===== src/rtl/fetch_queue_if.sv =====
// Handshake bundle between the PC stage, instruction memory and decode for the fetch queue.
interface fetch_queue_if #(
    parameter int unsigned DATA_WIDTH = 32,
    parameter int unsigned DEPTH      = 4
);
    logic [DATA_WIDTH-1:0]    pc_i;
    logic                     pc_valid_i;
    logic                     pc_ready_o;
    logic                     imem_req_o;
    logic [DATA_WIDTH-1:0]    imem_addr_o;
    logic [31:0]              imem_rdata_i;
    logic                     flush_i;
    logic                     id_valid_o;
    logic                     id_ready_i;
    logic [31:0]              id_instr_o;
    logic [DATA_WIDTH-1:0]    id_pc_o;
    logic [$clog2(DEPTH):0]   count_o;

    modport slave (
        input  pc_i, pc_valid_i, imem_rdata_i, flush_i, id_ready_i,
        output pc_ready_o, imem_req_o, imem_addr_o, id_valid_o, id_instr_o, id_pc_o, count_o
    );

    modport master (
        output pc_i, pc_valid_i, imem_rdata_i, flush_i, id_ready_i,
        input  pc_ready_o, imem_req_o, imem_addr_o, id_valid_o, id_instr_o, id_pc_o, count_o
    );
endinterface


===== src/rtl/fetch_queue.sv =====
// Instruction fetch queue: issues one imem read per accepted PC, buffers {instr, pc} pairs
// for decode, and uses credit counting so a returning response always has a free slot.
module fetch_queue #(
    parameter int unsigned DATA_WIDTH = 32,
    parameter int unsigned DEPTH      = 4
) (
    input  logic         clk,
    input  logic         rst,
    fetch_queue_if.slave bus
);
    localparam int unsigned PW  = $clog2(DEPTH);
    localparam int unsigned CW  = PW + 1;
    localparam logic [31:0] NOP = 32'h0000_0013;

    typedef struct packed {
        logic [31:0]           instr;
        logic [DATA_WIDTH-1:0] pc;
    } entry_t;

    entry_t                mem [DEPTH];
    logic [PW-1:0]         wptr;
    logic [PW-1:0]         rptr;
    logic [CW-1:0]         count;
    logic                  inflight;
    logic [DATA_WIDTH-1:0] pc_q;

    logic [CW:0]           credit_c;
    logic                  ready_c;
    logic                  accept_c;
    logic                  push_c;
    logic                  pop_c;
    logic                  valid_c;

    // Handshake control: queued entries plus the outstanding read must fit in DEPTH.
    always_comb begin
        credit_c = (CW+1)'(count) + (CW+1)'(inflight);
        ready_c  = rst & ~bus.flush_i & (credit_c < (CW+1)'(DEPTH));
        accept_c = bus.pc_valid_i & ready_c;
        valid_c  = (count != '0);
        push_c   = inflight & ~bus.flush_i;
        pop_c    = valid_c & bus.id_ready_i & ~bus.flush_i;
    end

    // Output decode toward imem and decode; the empty queue presents a NOP at PC 0.
    always_comb begin
        bus.pc_ready_o  = ready_c;
        bus.imem_req_o  = accept_c;
        bus.imem_addr_o = bus.pc_i;
        bus.id_valid_o  = valid_c;
        bus.id_instr_o  = NOP;
        bus.id_pc_o     = '0;
        bus.count_o     = count;
        if (valid_c) begin
            bus.id_instr_o = mem[rptr].instr;
            bus.id_pc_o    = mem[rptr].pc;
        end
    end

    // Control state; flush clears everything and kills the outstanding read.
    always_ff @(posedge clk or negedge rst) begin
        if (!rst) begin
            wptr     <= '0;
            rptr     <= '0;
            count    <= '0;
            inflight <= 1'b0;
            pc_q     <= '0;
        end else if (bus.flush_i) begin
            wptr     <= '0;
            rptr     <= '0;
            count    <= '0;
            inflight <= 1'b0;
        end else begin
            inflight <= accept_c;
            if (accept_c) pc_q <= bus.pc_i;
            if (push_c)   wptr <= wptr + PW'(1);
            if (pop_c)    rptr <= rptr + PW'(1);
            case ({push_c, pop_c})
                2'b10:   count <= count + CW'(1);
                2'b01:   count <= count - CW'(1);
                default: count <= count;
            endcase
        end
    end

    // Storage needs no reset: entries are only visible while count covers them.
    always_ff @(posedge clk) begin
        if (push_c) mem[wptr] <= {bus.imem_rdata_i, pc_q};
    end
endmodule

===== src/flat_wrapper.sv =====
// flat-port wrapper written by rule: the top's interface ports become plain ports
module fetch_queue_flat 
#(
    parameter int unsigned DATA_WIDTH = 32,
    parameter int unsigned DEPTH      = 4
)
  (clk, rst, bus_pc_i, bus_pc_valid_i, bus_imem_rdata_i, bus_flush_i, bus_id_ready_i, bus_pc_ready_o, bus_imem_req_o, bus_imem_addr_o, bus_id_valid_o, bus_id_instr_o, bus_id_pc_o, bus_count_o);
  fetch_queue_if #(.DATA_WIDTH(DATA_WIDTH), .DEPTH(DEPTH)) bus_i ();
  input  logic clk;
  input  logic rst;
  input wire logic [$bits(bus_i.pc_i)-1:0] bus_pc_i;
  input wire logic [$bits(bus_i.pc_valid_i)-1:0] bus_pc_valid_i;
  input wire logic [$bits(bus_i.imem_rdata_i)-1:0] bus_imem_rdata_i;
  input wire logic [$bits(bus_i.flush_i)-1:0] bus_flush_i;
  input wire logic [$bits(bus_i.id_ready_i)-1:0] bus_id_ready_i;
  output wire logic [$bits(bus_i.pc_ready_o)-1:0] bus_pc_ready_o;
  output wire logic [$bits(bus_i.imem_req_o)-1:0] bus_imem_req_o;
  output wire logic [$bits(bus_i.imem_addr_o)-1:0] bus_imem_addr_o;
  output wire logic [$bits(bus_i.id_valid_o)-1:0] bus_id_valid_o;
  output wire logic [$bits(bus_i.id_instr_o)-1:0] bus_id_instr_o;
  output wire logic [$bits(bus_i.id_pc_o)-1:0] bus_id_pc_o;
  output wire logic [$bits(bus_i.count_o)-1:0] bus_count_o;
  assign bus_i.pc_i = bus_pc_i;
  assign bus_i.pc_valid_i = bus_pc_valid_i;
  assign bus_i.imem_rdata_i = bus_imem_rdata_i;
  assign bus_i.flush_i = bus_flush_i;
  assign bus_i.id_ready_i = bus_id_ready_i;
  assign bus_pc_ready_o = bus_i.pc_ready_o;
  assign bus_imem_req_o = bus_i.imem_req_o;
  assign bus_imem_addr_o = bus_i.imem_addr_o;
  assign bus_id_valid_o = bus_i.id_valid_o;
  assign bus_id_instr_o = bus_i.id_instr_o;
  assign bus_id_pc_o = bus_i.id_pc_o;
  assign bus_count_o = bus_i.count_o;
  fetch_queue #(.DATA_WIDTH(DATA_WIDTH), .DEPTH(DEPTH)) u_core (.clk(clk), .rst(rst), .bus(bus_i));
endmodule

===== config.mk =====
export PLATFORM = sky130hd
export DESIGN_NAME = fetch_queue_flat
export DESIGN_NICKNAME = d
export VERILOG_FILES = /design/src/rtl/fetch_queue_if.sv /design/src/rtl/fetch_queue.sv /design/src/flat_wrapper.sv
export SDC_FILE = /design/constraint.sdc
export NUM_CORES = 1
export LEC_CHECK = 0
export CAP_MARGIN = 20
export CORE_MARGIN = 2
export CORE_UTILIZATION = 35
export DETAILED_ROUTE_END_ITERATION = 6
export GPL_TIMING_DRIVEN = 0
export HOLD_SLACK_MARGIN = 0.02
export PLACE_DENSITY_LB_ADDON = 0.05
export SETUP_SLACK_MARGIN = 0.3
export SKIP_LAST_GASP = 1
export SLEW_MARGIN = 20
export SYNTH_ARGS = -nofsm -noshare
export SYNTH_HDL_FRONTEND = slang
export SYNTH_SLANG_ARGS = --single-unit

===== constraint.sdc =====
create_clock -name clk -period 3 [get_ports clk]
set_input_delay 0.45 -clock clk [delete_from_list [all_inputs] [get_ports clk]]
set_output_delay 0.45 -clock clk [all_outputs]
set_load 0.01 [all_outputs]

==> results.txt, run 1 <==
----------------------------------------------------
[Worst setup path]
  Reg-to-reg critical path endpoint ... u_core.mem[3][57]$_DFFE_PP_
  Critical path data required time ... 2550 ps
  CP startpoint ... u_core.rptr[0]$_DFFE_PN0P_
  Data arrival, critical path ... 2300 ps
  Worst setup path category ... reg2out
  Crit path to ... bus_id_instr_o[31]
  Crit-path max FO ... 5
  Worst R2R Path Depth ... 4
  Critical Path Start Type ... register
  Start of the worst register-to-register path ... u_core.inflight$_DFF_PN0_
  Register-to-register path setup slack ... 740 ps
  Endpoint class of the critical path ... output port

[STA]
  Clock skew after layout ... 10.44 ps
  Clock period minus final worst setup slack ... 2748 ps
  RSZ-0062 raised after global routing ... true
  Total count of max-transition violations in the final report ... 0
  Relative slew margins ... 53.31%
  Minimum hold slack ... 153.6 ps
  Transition time at the pin with the least slew margin ... 700.3 ps
  Final-layout setup total negative slack ... 0 ps
  Final hold violation count ... 0
  Achievable frequency ... 363.9 MHz
  Final setup violation count ... 0
  Ratio of final minimum period to clock period ... 91.60%

[Logic synthesis]
  Sequential area share after synthesis ... 73.86%
  Library cells used by synthesis ... 32
  Nets in the synthesized netlist ... 638
  Syn. warnings ... 0
  Most common flop cell mapped by yosys ... sky130_fd_sc_hd__edfxtp_1
  Number of enable flip-flop cells after synthesis ... 256
  Syn Inst Count ... 564
  Synth async-reset ratio ... 13.51%
  Number of flip-flops and latches in the synthesized netlist ... 296
  Summed instance area of the synthesized netlist ... 0.01176 sq mm
  Avg Synthesized Cell Area ... 20.86 sq um

[GRT]
  Via count of the first global-routing pass ... 6,512
  Grt total ovfl ... 0
  Met2 GRT Util ... 25.24%
  GR Layer Usage met1 ... 18.69%
  Global-route wire length before repair ... 38,520 microns
  GR Util All Layers ... 14.62%
  GRT busiest layer ... met2
  Met3 track demand over resource in global routing ... 2.608%
  Number of antenna violations at the first check in global routing ... 0
  Largest net degree at the start of global routing ... 41

[Detailed routing]
  Vias per inst ... 4.589
  Number of DRC markers after the initial detailed-route iteration ... 215
  First-pass DRT Iterations ... 4
  Vias ... 5,902
  Routed wirelength normalized by instance count ... 19.76 microns
  Final routed DRC violation total ... 0
  Total detailed-routing wirelength ... 25,420 microns
  Post-route antenna net violation count ... 0

[Power and ir drop]
  Worst-case vdd ir drop ... 0.0003415 V
  Design Power ... 12.24 mW
  Power density over the cells ... 779.4 mW/mm^2
  Leakage component of the power ... 5.848 nW

[Die]
  Placeable core region ... 0.03328 sq mm
  Number of placement rows ... 67
  I/O pin total ... 171
  Die height ... 187.3 microns
  Die X ... 187.3 microns
  Initial Util ... 35.35%
  Die area ... 0.03509 sq mm

[Place]
  Count of input and output buffers ... 169
  Final HPWL from detailed placement ... 14,920 microns
  Gpl congestion ... 0.6660

[Run]
  Max-capacitance violation count ... 0

[Status]
  Outcome ... finished, final reports clean

[Finish]
  Final net count ... 889
  Share of the core filled with cells in the final layout ... 47.19%
  Antenna diode instance count ... 0
  Fraction of layout instances using a drive strength above 1 ... 35.32%
  Area delta synth->final ... 33.51%

[Clock tree]
  Longest Clk Path Bufs ... 3
  Root buf cell ... sky130_fd_sc_hd__clkbuf_16
  Maximum level of the CTS H-tree ... 2
  Clock-pin slew of the registers on the worst-case setup and hold paths ... 60 ps
  Clock tree sinks ... 296
  Clock tree from TritonCTS ... done
  TritonCTS buffer count ... 34
  Clock network latency to the later pin of the worst-skew pair ... 500 ps

[Hold path]
  Tightest Hold Check Type ... in2reg

----------------------------------------------------
[logic make-up after synthesis]
kind of cell / synth area share [%]
DFF: 73.86
muxes: 16.48
buffers and inverters: 3.723
AOI/OAI and AO/OA: 0.3616
adders and majority gates: 0.5956
xor gates and xnor gates: 0.3723
and+or+nand+nor: 4.616
[what timing repair did]
item / CTS / global route
endpoints found under the hold margin: 40 / 0
hold buffers: 2 / 0
resized for setup: 127 / 87
endpoints found under the setup margin: 66 / 50
gates cloned: 2 / 3
pin swaps: 1 / 1
buffers inserted: 18 / 17
[layout make-up]
| cell class | instances | area (sq um) |
|---|---|---|
| Clock inverter | 9 | 73.82 |
| Clock buffer | 50 | 972.2 |
| Timing Repair Buffer | 215 | 2170 |
| Buffer | 57 | 524.3 |
| Inverter | 5 | 21.27 |
| Sequential cell | 296 | 8693 |
| Multi-Input combinational cell | 206 | 2691 |
| Tap cell | 448 | 560.5 |
| Fill cell | 2877 | 17570 |
[sequential cells by signal, summed over array words and instances, names as in the netlist]
| name | cells |
|---|---|
| u_core.rptr | 2 |
| u_core.mem | 256 |
| u_core.bus.count_o | 3 |
| u_core.inflight | 1 |
| u_core.pc_q | 32 |
| u_core.wptr | 2 |
[cell usage in the layout (no fill, tap or decap), types with 4 or more instances in the layout]
cell type                         Yosys  layout
sky130_fd_sc_hd__clkbuf_1             8      11
sky130_fd_sc_hd__edfxtp_1           256     256
sky130_fd_sc_hd__dfrtp_2              0       4
sky130_fd_sc_hd__mux2_1               5       5
sky130_fd_sc_hd__buf_6                9      18
sky130_fd_sc_hd__clkbuf_8             0       4
sky130_fd_sc_hd__buf_12               0      13
sky130_fd_sc_hd__buf_4               35      61
sky130_fd_sc_hd__clkdlybuf4s50_1      0     104
sky130_fd_sc_hd__mux4_2              64      64
sky130_fd_sc_hd__mux2_4              28      28
sky130_fd_sc_hd__clkbuf_2             0      28
sky130_fd_sc_hd__clkbuf_16            0      38
sky130_fd_sc_hd__nand2_1              4       4
sky130_fd_sc_hd__dfrtp_1             40      36
sky130_fd_sc_hd__and2_1              65      51
sky130_fd_sc_hd__dlymetal6s2s_1       0      14
sky130_fd_sc_hd__dlygate4sd2_1        0      15
sky130_fd_sc_hd__and2_4               0      14
sky130_fd_sc_hd__nor2_1               8       8
sky130_fd_sc_hd__ha_1                 4       4
[stage by stage]
stage          std cells  setup slack (ps)  cell area (sq um)
2_1_floorplan        564             948.3              11770
3_3_place_gp        1181             -1706              14020
3_5_place_dp        1185             181.4              14100
4_1_cts             1266             115.0              15460
5_1_grt             1286             176.6              15710
6_report            1286             252.0              15710
[worst min-delay path by stage]
stage / from / end / slack [ps] / cells past startpoint
after global placement: u_core.pc_q[2]$_DFFE_PN0P_ / u_core.mem[0][2]$_DFFE_PP_ / 480 / 0
after floorplan: rst / u_core.bus.count_o[0]$_DFFE_PN0P_ / 150 / 0
after detailed placement: u_core.pc_q[25]$_DFFE_PN0P_ / u_core.mem[1][25]$_DFFE_PP_ / 500 / 0
after CTS: bus_flush_i / u_core.bus.count_o[0]$_DFFE_PN0P_ / 130 / 2
final: bus_flush_i / u_core.bus.count_o[0]$_DFFE_PN0P_ / 150 / 2
after global routing: bus_flush_i / u_core.bus.count_o[1]$_DFFE_PN0P_ / 150 / 2
[critical path: stages, from the launching register on]
cell,delay (ps)
sky130_fd_sc_hd__dfrtp_2,440
sky130_fd_sc_hd__buf_4,150
sky130_fd_sc_hd__buf_6,110
sky130_fd_sc_hd__bufbuf_16,260
sky130_fd_sc_hd__buf_4,130
sky130_fd_sc_hd__mux4_2,400
sky130_fd_sc_hd__and2_4,160
sky130_fd_sc_hd__buf_4,140
[cell usage after synthesis, types with 2 or more instances]
library cell / count / area [sq um]
sky130_fd_sc_hd__edfxtp_1: 256 / 7687
sky130_fd_sc_hd__and2_1: 65 / 406.6
sky130_fd_sc_hd__mux4_2: 64 / 1441
sky130_fd_sc_hd__dfrtp_1: 40 / 1001
sky130_fd_sc_hd__buf_4: 35 / 262.8
sky130_fd_sc_hd__mux2_4: 28 / 420.4
sky130_fd_sc_hd__buf_6: 9 / 101.4
sky130_fd_sc_hd__clkbuf_1: 8 / 30.03
sky130_fd_sc_hd__nor2_1: 8 / 30.03
sky130_fd_sc_hd__buf_2: 5 / 25.02
sky130_fd_sc_hd__mux2_1: 5 / 56.30
sky130_fd_sc_hd__ha_1: 4 / 50.05
sky130_fd_sc_hd__nand2_1: 4 / 15.01
sky130_fd_sc_hd__a21oi_1: 3 / 15.01
sky130_fd_sc_hd__inv_2: 3 / 11.26
sky130_fd_sc_hd__or2_1: 3 / 18.77
sky130_fd_sc_hd__xnor2_1: 3 / 26.28
sky130_fd_sc_hd__inv_1: 2 / 7.510
sky130_fd_sc_hd__mux2i_1: 2 / 20.02
sky130_fd_sc_hd__nand2b_1: 2 / 12.51
sky130_fd_sc_hd__nand3_1: 2 / 10.01
sky130_fd_sc_hd__o21ai_0: 2 / 10.01
sky130_fd_sc_hd__xor2_1: 2 / 17.52
[routing by layer]
layer	share of wire, %	up-vias
met2	50	146
met3	3.9	39
met1	44	3035
met4	2.2	0
li1	-	2682
met5	0	-
[where the power goes]
group | switching (mW) | leakage, nW | internal (mW) | total, mW
logic | 1.32 | 2.55 | 2.02 | 3.34
registers | 0.202 | 2.79 | 4.83 | 5.03
clock network | 1.54 | 0.513 | 2.33 | 3.87
No activity file was read; power rests on OpenSTA's default activity.
==> inputs of run 2 (changes only) <==
--- a/config.mk
+++ b/config.mk
@@ -5,14 +5,13 @@
 export SDC_FILE = /design/constraint.sdc
 export NUM_CORES = 1
 export LEC_CHECK = 0
-export CAP_MARGIN = 20
 export CORE_MARGIN = 2
 export CORE_UTILIZATION = 35
 export DETAILED_ROUTE_END_ITERATION = 6
 export GPL_TIMING_DRIVEN = 0
 export HOLD_SLACK_MARGIN = 0.02
 export PLACE_DENSITY_LB_ADDON = 0.05
-export SETUP_SLACK_MARGIN = 0.3
+export SETUP_SLACK_MARGIN = 0.5
 export SKIP_LAST_GASP = 1
 export SLEW_MARGIN = 20
 export SYNTH_ARGS = -nofsm -noshare
==> constraint.sdc (replaced) <==
create_clock -name clk -period 3 [get_ports clk]
set_input_delay 0.45 -clock clk [delete_from_list [all_inputs] [get_ports clk]]
set_output_delay 0.45 -clock clk [all_outputs]
set_load 0.02 [all_outputs]
==> run 2 against run 1 <==
Compared with the run above: setup slack gained 100 ps; global-route usage barely moved; hold slack got worse by 1.5 ps; utilization rose by 0.20 points; routed wire length rose by 0.48%; die area did not move; power rose by 4.5%.
==> results.txt, run 2 (same netlist as run 1, synthesis figures left out) <==
----------------------------------------------------
[Status]
  Outcome ... finished, final reports clean

[GRT]
  Met2 GRT Util ... 25.22%
  Largest net degree at the start of global routing ... 41
  Grt total ovfl ... 0
  Number of antenna violations at the first check in global routing ... 0
  GR Util All Layers ... 14.63%
  Global-route wire length before repair ... 38,600 microns
  GRT busiest layer ... met2
  GR Layer Usage met1 ... 18.71%
  Met3 track demand over resource in global routing ... 2.683%
  Via count of the first global-routing pass ... 6,526

[Power and ir drop]
  Power density over the cells ... 810.8 mW/mm^2
  Leakage component of the power ... 5.681 nW
  Worst-case vdd ir drop ... 0.0003519 V
  Design Power ... 12.79 mW

[Worst setup path]
  Critical Path Start Type ... register
  Crit-path max FO ... 5
  Worst setup path category ... reg2out
  Critical path data required time ... 2550 ps
  Data arrival, critical path ... 2190 ps
  Endpoint class of the critical path ... output port

[Clock tree]
  Clock-pin slew of the registers on the worst-case setup and hold paths ... 60 ps
  Longest Clk Path Bufs ... 3
  Clock network latency to the later pin of the worst-skew pair ... 500 ps
  Clock tree from TritonCTS ... done
  Clock tree sinks ... 296
  Maximum level of the CTS H-tree ... 2
  TritonCTS buffer count ... 34
  Root buf cell ... sky130_fd_sc_hd__clkbuf_16

[Die]
  Placeable core region ... 0.03328 sq mm
  Die X ... 187.3 microns
  Die area ... 0.03509 sq mm
  Number of placement rows ... 67
  Initial Util ... 35.35%
  I/O pin total ... 171
  Die height ... 187.3 microns

[Finish]
  Fraction of layout instances using a drive strength above 1 ... 42.28%
  Commonest cells after routing, fill and taps aside ... sky130_fd_sc_hd__edfxtp_1 (256), sky130_fd_sc_hd__clkdlybuf4s50_1 (102), sky130_fd_sc_hd__buf_4 (67), sky130_fd_sc_hd__mux4_2 (64), sky130_fd_sc_hd__buf_6 (43)
  Area delta synth->final ... 34.07%
  Finished Cell Area ... 0.01577 sq mm
  Most flop-heavy register ... u_core.mem
  Share of the core filled with cells in the final layout ... 47.39%
  Max reg flops ... 256
  Final net count ... 886
  Commonest non-fill, non-tap cell in the layout ... sky130_fd_sc_hd__edfxtp_1
  Layout Cells excl Fill ... 1,284

[Detailed routing]
  Routed wirelength normalized by instance count ... 19.89 microns
  Final routed DRC violation total ... 0
  Number of DRC markers after the initial detailed-route iteration ... 234
  Vias ... 5,912
  First-pass DRT Iterations ... 6
  Vias per inst ... 4.604
  Total detailed-routing wirelength ... 25,540 microns
  Post-route antenna net violation count ... 0

[STA]
  Ratio of final minimum period to clock period ... 88.16%
  Final setup violation count ... 0
  Transition time at the pin with the least slew margin ... 694.9 ps
  Relative slew margins ... 53.68%
  Clock skew after layout ... 9.409 ps
  Achievable frequency ... 378.1 MHz
  RSZ-0062 raised after global routing ... true
  Total count of max-transition violations in the final report ... 0
  Final hold violation count ... 0
  Clock period minus final worst setup slack ... 2645 ps

[Hold path]
  Tightest Hold Check Type ... in2reg

[Place]
  Dpl cell area ... 0.01410 sq mm
  Number of placed instances, taps included ... 1,185
  Final HPWL from detailed placement ... 14,920 microns
  Count of input and output buffers ... 169
  Gpl congestion ... 0.6660

[Run]
  Max-capacitance violation count ... 0

----------------------------------------------------
run 2: final timing paths:
kind,start,end,slack (ps),cells after the start
max,u_core.rptr[0]$_DFFE_PN0P_,bus_id_pc_o[12],360,7
min,bus_flush_i,u_core.bus.count_o[0]$_DFFE_PN0P_,150,2
max reg2reg,u_core.inflight$_DFF_PN0_,u_core.mem[3][57]$_DFFE_PP_,730,4
min reg2reg,u_core.pc_q[0]$_DFFE_PN0P_,u_core.mem[2][0]$_DFFE_PP_,510,0
max in group asynchronous,rst,u_core.rptr[0]$_DFFE_PN0P_,2170,3
min in group asynchronous,rst,u_core.pc_q[15]$_DFFE_PN0P_,580,3
run 2: routing by layer:
| metal | vias to the layer above | share of wire, % |
|---|---|---|
| met4 | 0 | 2.2 |
| met1 | 3046 | 43 |
| met3 | 39 | 4.2 |
| met5 | - | 0 |
| li1 | 2679 | - |
| met2 | 148 | 51 |
run 2: cell type report:
type                    instances  area (sq um)
well taps                     448         560.5
clock inverters                 9         73.82
plain buffers                  57         534.3
clock buffers                  50         972.2
fillers                      2861         17510
diodes                          1         2.502
repair buffers                212          2158
multi-input cells             206          2755
inverters                       5         21.27
flip-flops and latches        296          8693
run 2: stage by stage:
step	hold slack [ps]	TNS (ps)	worst slack (ps)
after floorplan	154.4	0	948.3
after global placement	482.3	-45540	-1774
after detailed placement	501.6	0	113.5
after CTS	133.5	0	283.6
after global routing	149.8	0	296.2
final	152.1	0	355.2
run 2: critical path: stages (launching register included):
cell                        delay [ps]
sky130_fd_sc_hd__dfrtp_2           440
sky130_fd_sc_hd__buf_12            150
sky130_fd_sc_hd__buf_8             130
sky130_fd_sc_hd__clkbuf_16         160
sky130_fd_sc_hd__buf_6             110
sky130_fd_sc_hd__mux4_2            400
sky130_fd_sc_hd__and2_4            170
sky130_fd_sc_hd__buf_6             130
run 2: timing repair:
action,in CTS,in global routing
hold endpoints to repair,40,0
hold buffers,2,0
setup buffers,17,16
setup endpoints to repair,66,65
cloned,1,3
resized for setup,267,166
pin swaps,1,12
run 2: report_power, final:
group	leakage [nW]	switching, mW	internal (mW)
Sequential	2.79	0.207	4.83
Clock	0.513	1.55	2.33
Combinational	2.38	1.66	2.22
==> inputs of run 3 (changes only) <==
--- a/config.mk
+++ b/config.mk
@@ -13,7 +13,6 @@
 export PLACE_DENSITY_LB_ADDON = 0.05
 export SETUP_SLACK_MARGIN = 0.5
 export SKIP_LAST_GASP = 1
-export SLEW_MARGIN = 20
 export SYNTH_ARGS = -nofsm -noshare
 export SYNTH_HDL_FRONTEND = slang
 export SYNTH_SLANG_ARGS = --single-unit
==> run 3 against run 2 <==
Compared with the run above: register-to-register slack worse by 160 ps; non-clock buffer count up 16; critical path type unchanged; flip-flop and latch count unchanged; routed wire length up 2.0%; power up 2.2%; clock-buffer cell count down 2; fmax down 2.5%; setup slack worse by 68 ps; largest power group unchanged; sequential power about the same; die area unchanged; final cell count up 1.2%; critical path depth down 1.
==> results.txt, run 3 (same netlist as run 1, synthesis figures left out) <==
----------------------------------------------------
[Hold path]
  Tightest Hold Check Type ... in2reg
  Hold wc startpoint ... bus_flush_i

[GRT]
  Grt total ovfl ... 0
  Largest net degree at the start of global routing ... 47
  GR Util All Layers ... 14.48%
  Number of antenna violations at the first check in global routing ... 0
  Global-route wire length before repair ... 38,800 microns
  Via count of the first global-routing pass ... 6,526

[Worst setup path]
  Data arrival, critical path ... 2260 ps
  Worst setup path category ... reg2out
  Start of the worst register-to-register path ... u_core.bus.count_o[0]$_DFFE_PN0P_
  Critical Path Start Type ... register
  Critical path data required time ... 2550 ps
  Endpoint class of the critical path ... output port
  CP startpoint ... u_core.rptr[0]$_DFFE_PN0P_
  Crit-path max FO ... 5

[STA]
  Minimum hold slack ... 93.05 ps
  Transition time at the pin with the least slew margin ... 1010 ps
  Final hold violation count ... 0
  RSZ-0062 raised after global routing ... true
  Relative slew margins ... 32.46%
  Clock period minus final worst setup slack ... 2713 ps
  Total count of max-transition violations in the final report ... 0
  Ratio of final minimum period to clock period ... 90.42%
  Clock skew after layout ... 11.59 ps
  Final setup violation count ... 0
  Achievable frequency ... 368.6 MHz

[Finish]
  Max reg flops ... 256
  Antenna diode instance count ... 0
  Number of inserted filler cells in the final layout ... 2,854
  Commonest cells after routing, fill and taps aside ... sky130_fd_sc_hd__edfxtp_1 (256), sky130_fd_sc_hd__clkdlybuf4s50_1 (101), sky130_fd_sc_hd__buf_4 (73), sky130_fd_sc_hd__mux4_2 (64), sky130_fd_sc_hd__buf_6 (55)
  Area of the multi-input gates ... 0.002771 sq mm
  Commonest non-fill, non-tap cell in the layout ... sky130_fd_sc_hd__edfxtp_1
  Fraction of layout instances using a drive strength above 1 ... 44.07%
  Most flop-heavy register ... u_core.mem
  Finished Cell Area ... 0.01604 sq mm
  Final net count ... 900
  Area delta synth->final ... 36.35%
  Sequential cell area ... 0.008693 sq mm

[Detailed routing]
  Routed wirelength normalized by instance count ... 20.06 microns
  Final routed DRC violation total ... 0
  First-pass DRT Iterations ... 5
  Post-route antenna net violation count ... 0
  Vias ... 5,991
  Total detailed-routing wirelength ... 26,060 microns
  Vias per inst ... 4.612
  Number of DRC markers after the initial detailed-route iteration ... 179

[Run]
  Max-capacitance violation count ... 0

[Power and ir drop]
  Power density over the cells ... 815.0 mW/mm^2
  Worst-case vdd ir drop ... 0.0004546 V
  Design Power ... 13.07 mW
  Leakage component of the power ... 5.804 nW

[Die]
  Initial Util ... 35.35%
  Die area ... 0.03509 sq mm
  I/O pin total ... 171
  Placeable core region ... 0.03328 sq mm
  Die X ... 187.3 microns
  Number of placement rows ... 67
  Die height ... 187.3 microns

[Clock tree]
  Longest Clk Path Bufs ... 3
  Clock tree sinks ... 296
  Clock network latency to the later pin of the worst-skew pair ... 550 ps
  Maximum level of the CTS H-tree ... 1
  Clock-pin slew of the registers on the worst-case setup and hold paths ... 60 ps
  TritonCTS buffer count ... 31
  Clock tree from TritonCTS ... done
  Root buf cell ... sky130_fd_sc_hd__clkbuf_16

[Place]
  Gpl congestion ... 0.6660
  Count of input and output buffers ... 169
  Dpl cell area ... 0.01415 sq mm
  Final HPWL from detailed placement ... 14,980 microns

[Status]
  Outcome ... finished, final reports clean

----------------------------------------------------
## run 3: cell count changes in the layout (fill, tap and decap cells not counted), sizes merged
| cell | change |
|---|---|
| buf | +12 |
| bufinv | +2 |
| clkdlybuf4s15 | +2 |
| clkinvlp | +2 |
| clkdlybuf4s50 | -1 |
| clkinv | -1 |
| diode | -1 |
| dlygate4sd3 | +1 |
| inv | -1 |
## run 3: layout make-up
type | instances | area share [%]
multi-input cells | 206 | 17.28
repair buffers | 228 | 14.92
plain buffers | 57 | 3.393
repair inverters | 1 | 0.04680
clock buffers | 48 | 5.733
clock inverters | 10 | 0.8034
inverters | 5 | 0.1326
well taps | 448 | 3.495
flip-flops and latches | 296 | 54.20
## run 3: worst max-delay path, cell delays in order (launching register included)
cell and delay [ps]:
sky130_fd_sc_hd__dfrtp_2 450, sky130_fd_sc_hd__buf_12 170, sky130_fd_sc_hd__buf_8 130, sky130_fd_sc_hd__buf_6 100
sky130_fd_sc_hd__mux4_2 480, sky130_fd_sc_hd__or2_1 250, sky130_fd_sc_hd__buf_6 140
## run 3: report_power, final
part / total (mW) / switching (mW) / internal [mW] / leakage, nW
Clock: 3.86 / 1.51 / 2.35 / 0.512
Combinational: 4.19 / 1.75 / 2.44 / 2.50
Sequential: 5.02 / 0.198 / 4.82 / 2.79
Total: 13.1 / 3.46 / 9.61 / 5.80
## run 3: path summary, 6_finish.rpt
kind | to | slack [ps] | cells past startpoint
setup / recovery | bus_id_instr_o[1] | 290 | 6
hold / removal | u_core.bus.count_o[0]$_DFFE_PN0P_ | 90 | 2
setup reg to reg | u_core.bus.count_o[1]$_DFFE_PN0P_ | 570 | 10
hold reg to reg | u_core.mem[0][17]$_DFFE_PP_ | 510 | 0
max in group asynchronous | u_core.pc_q[7]$_DFFE_PN0P_ | 1150 | 3
min in group asynchronous | u_core.bus.count_o[2]$_DFFE_PN0P_ | 380 | 3
## run 3: repair_timing
action / in CTS / in global routing
hold buffers: 2 / 0
cloned: 2 / 6
setup endpoints to repair: 68 / 66
setup buffers: 21 / 24
gates resized for setup: 279 / 183
pin swaps: 2 / 14
hold endpoints to repair: 18 / 0
## run 3: metrics by stage
stage	instances	setup slack, ps	util [%]	setup TNS [ps]
2_1_floorplan	564	948.3	-	0
3_3_place_gp	1181	-1774	42.13	-45540
3_5_place_dp	1186	29.39	42.52	0
4_1_cts	1269	203.4	46.58	0
5_1_grt	1299	219.2	48.20	0
6_report	1299	287.3	48.20	0
## run 3: layer usage
metal | part of all wire, % | global-route usage, % | routed length, microns | up-vias
met5 | 0 | 0 | 0 | -
met4 | 1.8 | 3.480 | 458 | 0
met3 | 4.4 | 2.645 | 1155 | 33
met2 | 51 | 25.66 | 13280 | 136
met1 | 43 | 18.44 | 11160 | 3114
li1 | - | - | - | 2708
